===== src/rtl/calc_job_scheduler_if.sv =====
// Requester-side bundle of the job scheduler: level requests with their
// entries, the one-cycle grant, and the valid/ready result response.
interface calc_job_scheduler_if #(
  parameter int unsigned NREQ = 4
);
  logic [NREQ-1:0]   req;
  logic [4*NREQ-1:0] entry_bus;
  logic [NREQ-1:0]   grant;
  logic [NREQ-1:0]   rsp_valid;
  logic [NREQ-1:0]   rsp_ready;
  logic [7:0]        rsp_data;
  logic              rsp_err;

  // Requester side.
  modport master (
    output req, entry_bus, rsp_ready,
    input  grant, rsp_valid, rsp_data, rsp_err
  );

  // Scheduler side.
  modport slave (
    input  req, entry_bus, rsp_ready,
    output grant, rsp_valid, rsp_data, rsp_err
  );
endinterface


===== src/rtl/calc_job_scheduler.sv =====
// Shares one calculation engine among NREQ requesters. Round-robin
// arbitration, one job in flight, watchdog abort of hung engine runs, and a
// valid/ready response back to the winner. All outputs are registered.
module calc_job_scheduler #(
  parameter int unsigned NREQ    = 4,
  parameter int unsigned TIMEOUT = 255,
  parameter int unsigned TW      = 8
) (
  input  logic                 clk,
  input  logic                 rst,
  calc_job_scheduler_if.slave  bus,
  output logic                 eng_start,
  output logic [3:0]           eng_entry,
  input  logic                 eng_done,
  input  logic [7:0]           eng_result,
  output logic                 eng_abort,
  output logic                 busy,
  output logic [7:0]           jobs_done
);

  localparam int unsigned PW = $clog2(NREQ);
  localparam logic [TW-1:0] WdLast = TW'(TIMEOUT - 1);

  typedef enum logic [1:0] {StIdle, StLaunch, StBusy, StDeliver} state_e;

  state_e          state_q, state_d;
  logic [PW-1:0]   owner_q, owner_d;
  logic [PW-1:0]   rr_ptr_q, rr_ptr_d;
  logic [TW-1:0]   wdog_q, wdog_d;
  logic [NREQ-1:0] grant_q, grant_d;
  logic [NREQ-1:0] rsp_valid_q, rsp_valid_d;
  logic [7:0]      rsp_data_q, rsp_data_d;
  logic            rsp_err_q, rsp_err_d;
  logic            eng_start_q, eng_start_d;
  logic [3:0]      eng_entry_q, eng_entry_d;
  logic            eng_abort_q, eng_abort_d;
  logic            busy_q, busy_d;
  logic [7:0]      jobs_q, jobs_d;

  logic            pick_found;
  logic [PW-1:0]   pick_idx;
  int unsigned     cand_sum;
  logic [PW-1:0]   cand;
  logic [PW-1:0]   ptr_after_owner;

  // Round-robin pick: first set request scanning upward from rr_ptr, wrapping at NREQ.
  always_comb begin
    pick_found = 1'b0;
    pick_idx   = '0;
    cand_sum   = 0;
    cand       = '0;
    for (int unsigned k = 0; k < NREQ; k++) begin
      cand_sum = 32'(rr_ptr_q) + k;
      if (cand_sum >= NREQ) begin
        cand_sum = cand_sum - NREQ;
      end
      cand = cand_sum[PW-1:0];
      if (!pick_found && bus.req[cand]) begin
        pick_found = 1'b1;
        pick_idx   = cand;
      end
    end
  end

  // Pointer value that makes the current owner the lowest priority next time.
  always_comb begin
    if (owner_q == PW'(NREQ - 1)) begin
      ptr_after_owner = '0;
    end else begin
      ptr_after_owner = owner_q + PW'(1);
    end
  end

  // Next-state and registered-output logic of the scheduler FSM.
  always_comb begin
    state_d     = state_q;
    owner_d     = owner_q;
    rr_ptr_d    = rr_ptr_q;
    wdog_d      = wdog_q;
    grant_d     = '0;
    eng_start_d = 1'b0;
    eng_abort_d = 1'b0;
    eng_entry_d = eng_entry_q;
    rsp_valid_d = rsp_valid_q;
    rsp_data_d  = rsp_data_q;
    rsp_err_d   = rsp_err_q;
    jobs_d      = jobs_q;

    unique case (state_q)
      StIdle: begin
        if (pick_found) begin
          owner_d           = pick_idx;
          eng_entry_d       = bus.entry_bus[{pick_idx, 2'b00} +: 4];
          grant_d[pick_idx] = 1'b1;
          eng_start_d       = 1'b1;
          state_d           = StLaunch;
        end
      end
      StLaunch: begin
        // eng_done is deliberately not looked at while the start pulse is out.
        wdog_d  = '0;
        state_d = StBusy;
      end
      StBusy: begin
        wdog_d = wdog_q + TW'(1);
        // A completion on the last watchdog cycle beats the timeout.
        if (eng_done) begin
          rsp_data_d           = eng_result;
          rsp_err_d            = 1'b0;
          rsp_valid_d[owner_q] = 1'b1;
          state_d              = StDeliver;
        end else if (wdog_q == WdLast) begin
          eng_abort_d          = 1'b1;
          rsp_data_d           = 8'hFF;
          rsp_err_d            = 1'b1;
          rsp_valid_d[owner_q] = 1'b1;
          state_d              = StDeliver;
        end
      end
      StDeliver: begin
        if (bus.rsp_ready[owner_q]) begin
          rsp_valid_d = '0;
          jobs_d      = jobs_q + 8'd1;
          rr_ptr_d    = ptr_after_owner;
          state_d     = StIdle;
        end
      end
      default: begin
        state_d = StIdle;
      end
    endcase

    busy_d = (state_d != StIdle);
  end

  // State and output registers; reset clears every output at once.
  always_ff @(posedge clk or negedge rst) begin
    if (!rst) begin
      state_q     <= StIdle;
      owner_q     <= '0;
      rr_ptr_q    <= '0;
      wdog_q      <= '0;
      grant_q     <= '0;
      rsp_valid_q <= '0;
      rsp_data_q  <= '0;
      rsp_err_q   <= 1'b0;
      eng_start_q <= 1'b0;
      eng_entry_q <= '0;
      eng_abort_q <= 1'b0;
      busy_q      <= 1'b0;
      jobs_q      <= '0;
    end else begin
      state_q     <= state_d;
      owner_q     <= owner_d;
      rr_ptr_q    <= rr_ptr_d;
      wdog_q      <= wdog_d;
      grant_q     <= grant_d;
      rsp_valid_q <= rsp_valid_d;
      rsp_data_q  <= rsp_data_d;
      rsp_err_q   <= rsp_err_d;
      eng_start_q <= eng_start_d;
      eng_entry_q <= eng_entry_d;
      eng_abort_q <= eng_abort_d;
      busy_q      <= busy_d;
      jobs_q      <= jobs_d;
    end
  end

  assign bus.grant     = grant_q;
  assign bus.rsp_valid = rsp_valid_q;
  assign bus.rsp_data  = rsp_data_q;
  assign bus.rsp_err   = rsp_err_q;
  assign eng_start     = eng_start_q;
  assign eng_entry     = eng_entry_q;
  assign eng_abort     = eng_abort_q;
  assign busy          = busy_q;
  assign jobs_done     = jobs_q;

endmodule


===== src/flat_wrapper.sv =====
// flat-port wrapper written by rule: the top's interface ports become plain ports
module calc_job_scheduler_flat 
#(
  parameter int unsigned NREQ    = 4,
  parameter int unsigned TIMEOUT = 255,
  parameter int unsigned TW      = 8
)
  (clk, rst, eng_start, eng_entry, eng_done, eng_result, eng_abort, busy, jobs_done, bus_req, bus_entry_bus, bus_rsp_ready, bus_grant, bus_rsp_valid, bus_rsp_data, bus_rsp_err);
  calc_job_scheduler_if #(.NREQ(NREQ)) bus_i ();
  input  logic clk;
  input  logic rst;
  output logic eng_start;
  output logic [3:0] eng_entry;
  input  logic eng_done;
  input  logic [7:0] eng_result;
  output logic eng_abort;
  output logic busy;
  output logic [7:0] jobs_done;
  input wire logic [$bits(bus_i.req)-1:0] bus_req;
  input wire logic [$bits(bus_i.entry_bus)-1:0] bus_entry_bus;
  input wire logic [$bits(bus_i.rsp_ready)-1:0] bus_rsp_ready;
  output wire logic [$bits(bus_i.grant)-1:0] bus_grant;
  output wire logic [$bits(bus_i.rsp_valid)-1:0] bus_rsp_valid;
  output wire logic [$bits(bus_i.rsp_data)-1:0] bus_rsp_data;
  output wire logic [$bits(bus_i.rsp_err)-1:0] bus_rsp_err;
  assign bus_i.req = bus_req;
  assign bus_i.entry_bus = bus_entry_bus;
  assign bus_i.rsp_ready = bus_rsp_ready;
  assign bus_grant = bus_i.grant;
  assign bus_rsp_valid = bus_i.rsp_valid;
  assign bus_rsp_data = bus_i.rsp_data;
  assign bus_rsp_err = bus_i.rsp_err;
  calc_job_scheduler #(.NREQ(NREQ), .TIMEOUT(TIMEOUT), .TW(TW)) u_core (.clk(clk), .rst(rst), .bus(bus_i), .eng_start(eng_start), .eng_entry(eng_entry), .eng_done(eng_done), .eng_result(eng_result), .eng_abort(eng_abort), .busy(busy), .jobs_done(jobs_done));
endmodule

===== config.mk =====
export PLATFORM = sky130hd
export DESIGN_NAME = calc_job_scheduler_flat
export DESIGN_NICKNAME = d
export VERILOG_FILES = /design/src/rtl/calc_job_scheduler_if.sv /design/src/rtl/calc_job_scheduler.sv /design/src/flat_wrapper.sv
export SDC_FILE = /design/constraint.sdc
export NUM_CORES = 1
export LEC_CHECK = 0
export CAP_MARGIN = 20
export CELL_PAD_IN_SITES_DETAIL_PLACEMENT = 0
export CELL_PAD_IN_SITES_GLOBAL_PLACEMENT = 1
export CORE_UTILIZATION = 37
export CTS_BUF_LIST = sky130_fd_sc_hd__clkbuf_8
export DETAILED_ROUTE_END_ITERATION = 8
export PLACE_DENSITY = 0.82
export SKIP_LAST_GASP = 1
export SYNTH_ARGS = -nofsm -noshare
export SYNTH_HDL_FRONTEND = slang
export SYNTH_SLANG_ARGS = --single-unit

===== constraint.sdc =====
create_clock -name clk -period 2.2 [get_ports clk]
set_input_delay 0.66 -clock clk [delete_from_list [all_inputs] [get_ports clk]]
set_output_delay 0.66 -clock clk [all_outputs]
set_load 0.01 [all_outputs]

; After elaboration in Yosys (flattened, before gate mapping)
; Cells that the tools add are included.
; Widths: inputs -> output; s select.
[totals]
register_bits = 46
inputBits = 35
out_inout_bits = 32
word_cells = 109
[op_classes]
addsub = 10
magnitude_cmp = 12
n_eq_ne = 7
n_shift = 1
n_mux = 48
n_bitwise = 1
n_reduce_logical = 17
[ops]
columns = cell, n
row1 = $mux 2, 13
row2 = $mux 4, 5
row3 = $lt 2x3->1 const B, 6
row4 = $mux 1, 18
row5 = $add 8x1->8 const B, 2
row6 = $mux 8, 2
row7 = $pmux 8 s2, 1
row8 = $shiftx 16x5->4, 1
row9 = $bmux 1 s2, 5
row10 = $ge 3x3->1 const B, 3
row11 = $eq 8x8->1 const B, 1
row12 = $pmux 2 s4, 1
row13 = $pmux 4 s2, 1
row14 = $reduce_bool 2->1, 4
row15 = $sub 2x1->2 const B, 4
row16 = $add 2x2->3 const B, 2
row17 = $eq 2x2->1 const B, 3
row18 = $reduce_and 2->1, 3
row19 = $logic_and 1x1->1, 5
row20 = $demux 1 s2, 2
row21 = $ge 2x1->1 const B, 2
row22 = $or 4x4->4, 1
row23 = $add 2x1->3 const B, 1
row24 = $ge 2x3->1 const B, 1
row25 = other kinds (7), 9

; Longest topological paths before layout
; Gate-level depths: netlist (run 1).
[logic_depth]
depth_word = 20
depth_mapped = 7
mapped_depth_nobuf = 7

; Worst setup path after synthesis (run 1)
; Ideal clock, no wire load.
[synth_path]
kind = in2reg
start = input port bus_req[0]
end = register u_core.eng_entry_q[0], in the netlist u_core.eng_entry[0]
setup_time_ns = 0.138
t_arrival_ns = 1.612
required_time_ns = 2.062
slack_ns = 0.450
path_stages = 6
n_path_buf = 1
path_cell_list = inv_1 -> o221a_2 -> o22ai_2 -> buf_6 -> mux2i_1 -> o221ai_1
[synth_between]
elab_chain_cells = 13
word_cells_on_any_way = 24
classes_between = shift (1) / mux (16) / reduce/logical (7)
[synth_rtl]
columns = item, line
row1 = from (decl), flat_wrapper.sv:19  ; input wire logic [$bits(bus_i.req)-1:0] bus_req;
row2 = $bmux 1 s2, calc_job_scheduler.sv:58  ; if (!pick_found && bus.req[cand]) begin
row3 = $mux 1 (not written as such), calc_job_scheduler.sv:58
row4 = $mux 1, calc_job_scheduler.sv:58
row5 = $logic_not 1->1, calc_job_scheduler.sv:58
row6 = $logic_and 1x1->1, calc_job_scheduler.sv:58
row7 = $mux 1, calc_job_scheduler.sv:58
row8 = $logic_not 1->1, calc_job_scheduler.sv:58
row9 = $logic_and 1x1->1, calc_job_scheduler.sv:58
row10 = $mux 1, calc_job_scheduler.sv:58
row11 = $logic_not 1->1, calc_job_scheduler.sv:58
row12 = $logic_and 1x1->1, calc_job_scheduler.sv:58
row13 = $mux 2 or $mux 1 (tied branches), calc_job_scheduler.sv:58
row14 = $shiftx 16x5->4 or $reduce_and 2->1 (tied branches), -
row15 = to (signal assigned), calc_job_scheduler.sv:162  ; eng_entry_q <= eng_entry_d;
row16 = to (decl), calc_job_scheduler.sv:35  ; logic [3:0] eng_entry_q, eng_entry_d;
; Parallel ways exist; a longest one is shown, timed or not. The select of a mux whose other input is x is not followed.
; A chain may end at the register's enable or synchronous reset.

; Worst setup path after layout (run 1)
[layout_path]
start = input port bus_req[0]
end = register u_core.eng_entry_q[2], in the netlist u_core.eng_entry[2]
; The elaborated chain is that of the path after synthesis.

==> reports/metrics.yaml, run 1 <==
finClkSkew_ns: 0.00619
insertion_delay_ns: 0.30
r2r_start: "u_core.state_q[0]"
synth-edff-count: 0
endpoint_kind: "register"
crit_required_ns: 2.37
avgRoutedWirePerCell_um: 13.3
layout_commonest_cell: "clkdlybuf4s50_1"
synth_flop_cell: "dfrtp_1"
wirelength_mm: 4.82
grt_pass1_wl_mm: 8.16
timing.slew.headroom: 0.673
cts_buffers: 5
start_kind: "input pin"
setup.worst_path.class: "input pin to register"
routabilityCongestion: 0.754
grt_pass1_vias: 1820
grt_use_met2: 0.279
critPathArrivalTime_ns: 2.19
synth_nets: 252
rrSetupSlack_ns: 0.50
setup_viol: 0
drtIter0Drc: 74
drv_cap: 0
layout-drive-gt1-share: 0.117
cts-root-buf: "clkbuf_8"
cts-resized-gates: 0
drt_first_pass_iters: 4
dp.cells: 354
io_pins: 67
grt_max_degree: 29
syn_avg_cell_area_um2: 10.7
clkTransAtPathRegs_ns: 0.09
ant_nets: 0
layout.nets: 335
synthTopCellsByArea: "dfrtp_1 (52%), ha_1 (6.2%), nand2_1 (6.0%), mux2i_1 (4.1%), o22a_1 (3.2%)"
dieArea_um2: 6270
timing_hold_violations_final: 0
die_x_um: 79.2
die_h_um: 79.2
power_leakage_nw: 1.44
dr_total_vias: 1813
post_cts_buffers: 0
initial_utilization: 0.391
power_mw: 3.57
post-route-period-util: 0.917
slew_violations: 0
clock_sinks: 46
cts_hold_buf: 0
core_um2: 5640
crit_path_max_fanout: 9
diodes: 0
syn_inst: 206
netlist_area_um2: 2210
synth.distinct_cells: 38
ir_drop_mv: 0.487
grt_use_met1: 0.210
status: "complete, no violations"
ys_seq_elements: 46
overflow: 0
worstMarginPinSlew_ns: 0.487
async_flop_share: 1.00
io_buffers: 66
timing.fmax_mhz: 496
seq_area_frac_synth: 0.522
synth_top_cell_area_share: 0.522
fillCellCount: 502
clockBufferDepth: 2
antenna_found_initial: 0
grt.total_usage: 0.168
synth_top_area_cell: "dfrtp_1"
critical_path.slowest_cell: "clkdlybuf4s50_1"
drcViolationCount: 0
fin_cells: 362
crit_path_cell_trace: "clkdlybuf4s50_1 -> inv_1 -> o221a_2 -> o22ai_2 -> buf_12 -> mux2i_1 -> o221ai_1"
power.density_nw_per_um2: 1120
crit_path_max_incr_delay_ns: 0.52
min_path_type: "input pin to asynchronous set/reset pin"
rows: 27
grt.busiest_layer: "met2"
ys_warn_count: 0
cts_max_level: 2
areaGrowthSynthToFinish_pct: 44.1
layout_common_cells: "clkdlybuf4s50_1 (65), dfrtp_1 (46), nand2_1 (35)"
cts_tree: "built"
routed_via_density: 5.01
fin_crit_ns: 2.02
use_met3: 0.0276
critPathLaunch: "bus_req[0]"
dp_hpwl_mm: 3.64
rsz0062_at_grt: "false"
[state kept, by name, indices dropped and copies added, names as in the netlist, 4 cells and up]
register              count
u_core.bus.grant          4
u_core.bus.rsp_valid      4
u_core.bus.rsp_data       8
u_core.wdog_q             8
u_core.eng_entry          4
u_core.jobs_done          8
[where the power goes]
group | internal, mW | leakage (nW) | switching (mW)
registers | 1.11 | 0.572 | 0.200
logic | 0.880 | 0.810 | 0.752
clock network | 0.340 | 0.0585 | 0.296
[worst paths after layout]
path | end | cells past startpoint
setup / recovery | u_core.eng_entry[2] | 7
hold / removal | u_core.bus.rsp_data[2] | 1
setup reg to reg | u_core.bus.rsp_valid[1] | 7
hold reg to reg | u_core.jobs_done[7] | 1
max in group asynchronous | u_core.bus.grant[0] | 2
min in group clk | u_core.jobs_done[7] | 1
[cell usage after synthesis (all sizes together), types with 2 or more instances]
master and number:
nor3 5, o21a 2, dfrtp 46, buf 2
nand2 36, clkbuf 3, ha 11, xnor2 4
o21bai 2, o22a 8, nor2 8, o41ai 3
nand3 10, xor2 3, o21ai 13, inv 11
mux2i 9, o221ai 4, o22ai 2, nor2b 3
a21oi 6, o31ai 5
[per-layer routing]
| metal | part of all wire | up-vias |
|---|---|---|
| met5 | 0 | - |
| met4 | 0.021 | 0 |
| met2 | 0.47 | 50 |
| li1 | - | 894 |
| met3 | 0.042 | 8 |
| met1 | 0.47 | 861 |
[per-stage QoR]
stage	hold slack [ns]	setup TNS [ns]	area [um^2]	util	setup WS, ns
floorplan	0.364	0	2210	-	0.450
CTS	0.303	0	3180	0.564	0.181
finish	0.290	0	3180	0.564	0.182
global route	0.309	0	3180	0.564	0.0645
global placement	0.459	-0.321	3070	0.544	-0.0854
detailed placement	0.472	-0.549	3070	0.544	-0.146
[cell families after synthesis]
logic type / share of synthesized area
xor+xnor: 0.0278
fa+ha+maj: 0.0624
buf+inv: 0.0323
simple gates: 0.144
mux: 0.0511
compound gates: 0.161
flops: 0.522
[worst max-delay path, delay by kind of cell]
kind / cells / cell delay, ns
buffers and inverters: 3 / 0.73
multiplexers: 1 / 0.19
AO/OA/AOI/OAI: 3 / 0.59
[area by class of cell]
class	count	area, um^2	area share
sequential	46	1150	0.362
multi-input combinational	144	991	0.312
timing repair buffer	81	793	0.250
tap	72	90.1	0.0283
clock buffer	5	68.8	0.0216
clock inverter	3	43.8	0.0138
inverter	11	41.3	0.0130
Power figures use the tool's default switching activity.
==> run 2: changes to the inputs <==
--- a/config.mk
+++ b/config.mk
@@ -5,13 +5,12 @@
 export SDC_FILE = /design/constraint.sdc
 export NUM_CORES = 1
 export LEC_CHECK = 0
-export CAP_MARGIN = 20
 export CELL_PAD_IN_SITES_DETAIL_PLACEMENT = 0
 export CELL_PAD_IN_SITES_GLOBAL_PLACEMENT = 1
 export CORE_UTILIZATION = 37
 export CTS_BUF_LIST = sky130_fd_sc_hd__clkbuf_8
 export DETAILED_ROUTE_END_ITERATION = 8
-export PLACE_DENSITY = 0.82
+export PLACE_DENSITY_LB_ADDON = 0.1
 export SKIP_LAST_GASP = 1
 export SYNTH_ARGS = -nofsm -noshare
 export SYNTH_HDL_FRONTEND = slang
==> run 2 against run 1 <==
Utilization stayed put. Sequential power is essentially flat. Maximum frequency increased by 0.14%. Critical path depth unchanged. Critical endpoint is now u_core.eng_entry[1]. Largest cell class unchanged. Largest power group unchanged.
==> reports/metrics.yaml, run 2 (synthesis gave the netlist of run 1 again) <==
diodes: 0  # unchanged
layout.nets: 335  # unchanged
setup_viol: 0  # unchanged
timing_hold_violations_final: 0  # unchanged
post-route-period-util: 0.916  # -0.00132
timing.slew.headroom: 0.648  # -0.0247
rows: 27  # unchanged
die_x_um: 79.2  # unchanged
cts-root-buf: "clkbuf_8"
ant_nets: 0  # unchanged
routabilityCongestion: 0.791  # +4.8%
initial_utilization: 0.391  # unchanged
antenna_found_initial: 0  # unchanged
dr_total_vias: 1785  # -1.5%
clockBufferDepth: 2  # unchanged
cts_max_level: 2  # unchanged
status: "complete, no violations"
ir_drop_mv: 0.477  # -2.0%
cts-resized-gates: 0  # unchanged
areaGrowthSynthToFinish_pct: 44.1  # unchanged
power.density_nw_per_um2: 1120  # -0.17%
finClkSkew_ns: 0.00801  # +0.00181 ns
dieArea_um2: 6270  # unchanged
critPathArrivalTime_ns: 2.19  # about the same
io_buffers: 66  # unchanged
core_um2: 5640  # unchanged
drtIter0Drc: 68  # -8.1%
drcViolationCount: 0  # unchanged
timing.fmax_mhz: 496  # +0.14%
layout_common_cells: "clkdlybuf4s50_1 (65), dfrtp_1 (46), nand2_1 (35)"
drv_cap: 0  # unchanged
design_area_um2: 3180  # unchanged
insertion_delay_ns: 0.30  # about the same
cts_buffers: 5  # unchanged
min_path_type: "input pin to asynchronous set/reset pin"
grt_pass1_vias: 1691  # -7.1%
io_pins: 67  # unchanged
crit_path_max_fanout: 9  # unchanged
drt_first_pass_iters: 4  # unchanged
rsz0062_at_grt: "false"
dp_hpwl_mm: 3.55  # -2.6%
routed_via_density: 4.93  # -1.5%
grt.total_usage: 0.161  # -0.00690
die_h_um: 79.2  # unchanged
layout_commonest_cell: "clkdlybuf4s50_1"
cts_tree: "built"
crit_required_ns: 2.38  # about the same
setup_ws_ns: 0.185  # +0.00290 ns
clock_sinks: 46  # unchanged
power_leakage_nw: 1.44  # unchanged
fin_crit_ns: 2.01  # -0.00290 ns
post-place-ws_ns: -0.139  # +0.00728 ns
overflow: 0  # unchanged
start_kind: "input pin"
grt_pass1_wl_mm: 7.89  # -3.2%
worstMarginPinSlew_ns: 0.524  # +0.0367 ns
wirelength_mm: 4.75  # -1.6%
post_cts_buffers: 0  # unchanged
whs_ns: 0.301  # +0.0109 ns
clkTransAtPathRegs_ns: 0.09  # about the same
cts_hold_buf: 0  # unchanged
setup.worst_path.class: "input pin to register"
grt_max_degree: 28  # -3.4%
placed_cell_area_um2: 3070  # unchanged
slew_violations: 0  # unchanged
endpoint_kind: "register"
tns_ns: 0  # unchanged
layout-drive-gt1-share: 0.117  # unchanged
avgRoutedWirePerCell_um: 13.1  # -1.6%
run 2: cell counts in the layout (fill, tap and decap cells not counted):
No cell type changed its count.
run 2: final cells by class:
type                            count  area [um^2]
Inverter                           11         41.3
Timing Repair Buffer               81          793
Sequential cell                    46         1150
Clock inverter                      3         43.8
Multi-Input combinational cell    144          991
Clock buffer                        5         68.8
Tap cell                           72         90.1
Fill cell                         481         2460
run 2: per-layer routing:
| layer | vias to the layer above | GRT usage | part of all wire |
|---|---|---|---|
| li1 | 893 | - | - |
| met1 | 835 | 0.220 | 0.49 |
| met2 | 53 | 0.254 | 0.45 |
| met3 | 4 | 0.0379 | 0.052 |
| met4 | 0 | 0.0436 | 0.0065 |
| met5 | - | 0 | 0 |
run 2: power by group:
part           internal [mW]  total, mW  leakage [nW]  switching (mW)
combinational          0.880       1.63         0.810           0.753
sequential              1.11       1.30         0.572           0.196
clock                  0.341      0.634        0.0585           0.293
run 2: through the flow:
stage / cells / utilization / power (mW)
finish: 362 / 0.564 / 3.57
global route: 362 / 0.564 / 3.85
CTS: 362 / 0.564 / 3.61
detailed placement: 354 / 0.544 / 2.97
global placement: 354 / 0.544 / 2.95
floorplan: 206 / - / 2.17
run 2: critical path, stage by stage:
cell             delay [ns]
clkdlybuf4s50_1        0.52
inv_1                  0.05
o221a_2                0.28
o22ai_2                0.16
buf_12                 0.17
mux2i_1                0.22
o221ai_1               0.13
run 2: final timing paths:
check	from	to	slack [ns]	depth (start not counted)
max in group asynchronous	rst	u_core.wdog_q[3]	1.40	2
worst min register to register	u_core.jobs_done[7]	u_core.jobs_done[7]	0.47	1
min in group clk	u_core.jobs_done[7]	u_core.jobs_done[7]	0.47	1
worst max register to register	u_core.state_q[0]	u_core.bus.rsp_valid[3]	0.41	7
worst min-delay path	rst	u_core.bus.rsp_data[3]	0.30	1
worst max-delay path	bus_req[0]	u_core.eng_entry[1]	0.19	7
==> run 3: changes to the inputs <==
==> constraint.sdc (replaced) <==
create_clock -name clk -period 2.2 [get_ports clk]
set_input_delay 0.66 -clock clk [delete_from_list [all_inputs] [get_ports clk]]
set_output_delay 0.66 -clock clk [all_outputs]
set_load 0.005 [all_outputs]
==> results of run 3 <==
Same layout as run 2 (identical final DEF). Status: complete, no violations.
Main changes from that run: total power 3.57 mW -> 3.49 mW; worst IR drop on VDD 0.477 mV -> 0.443 mV
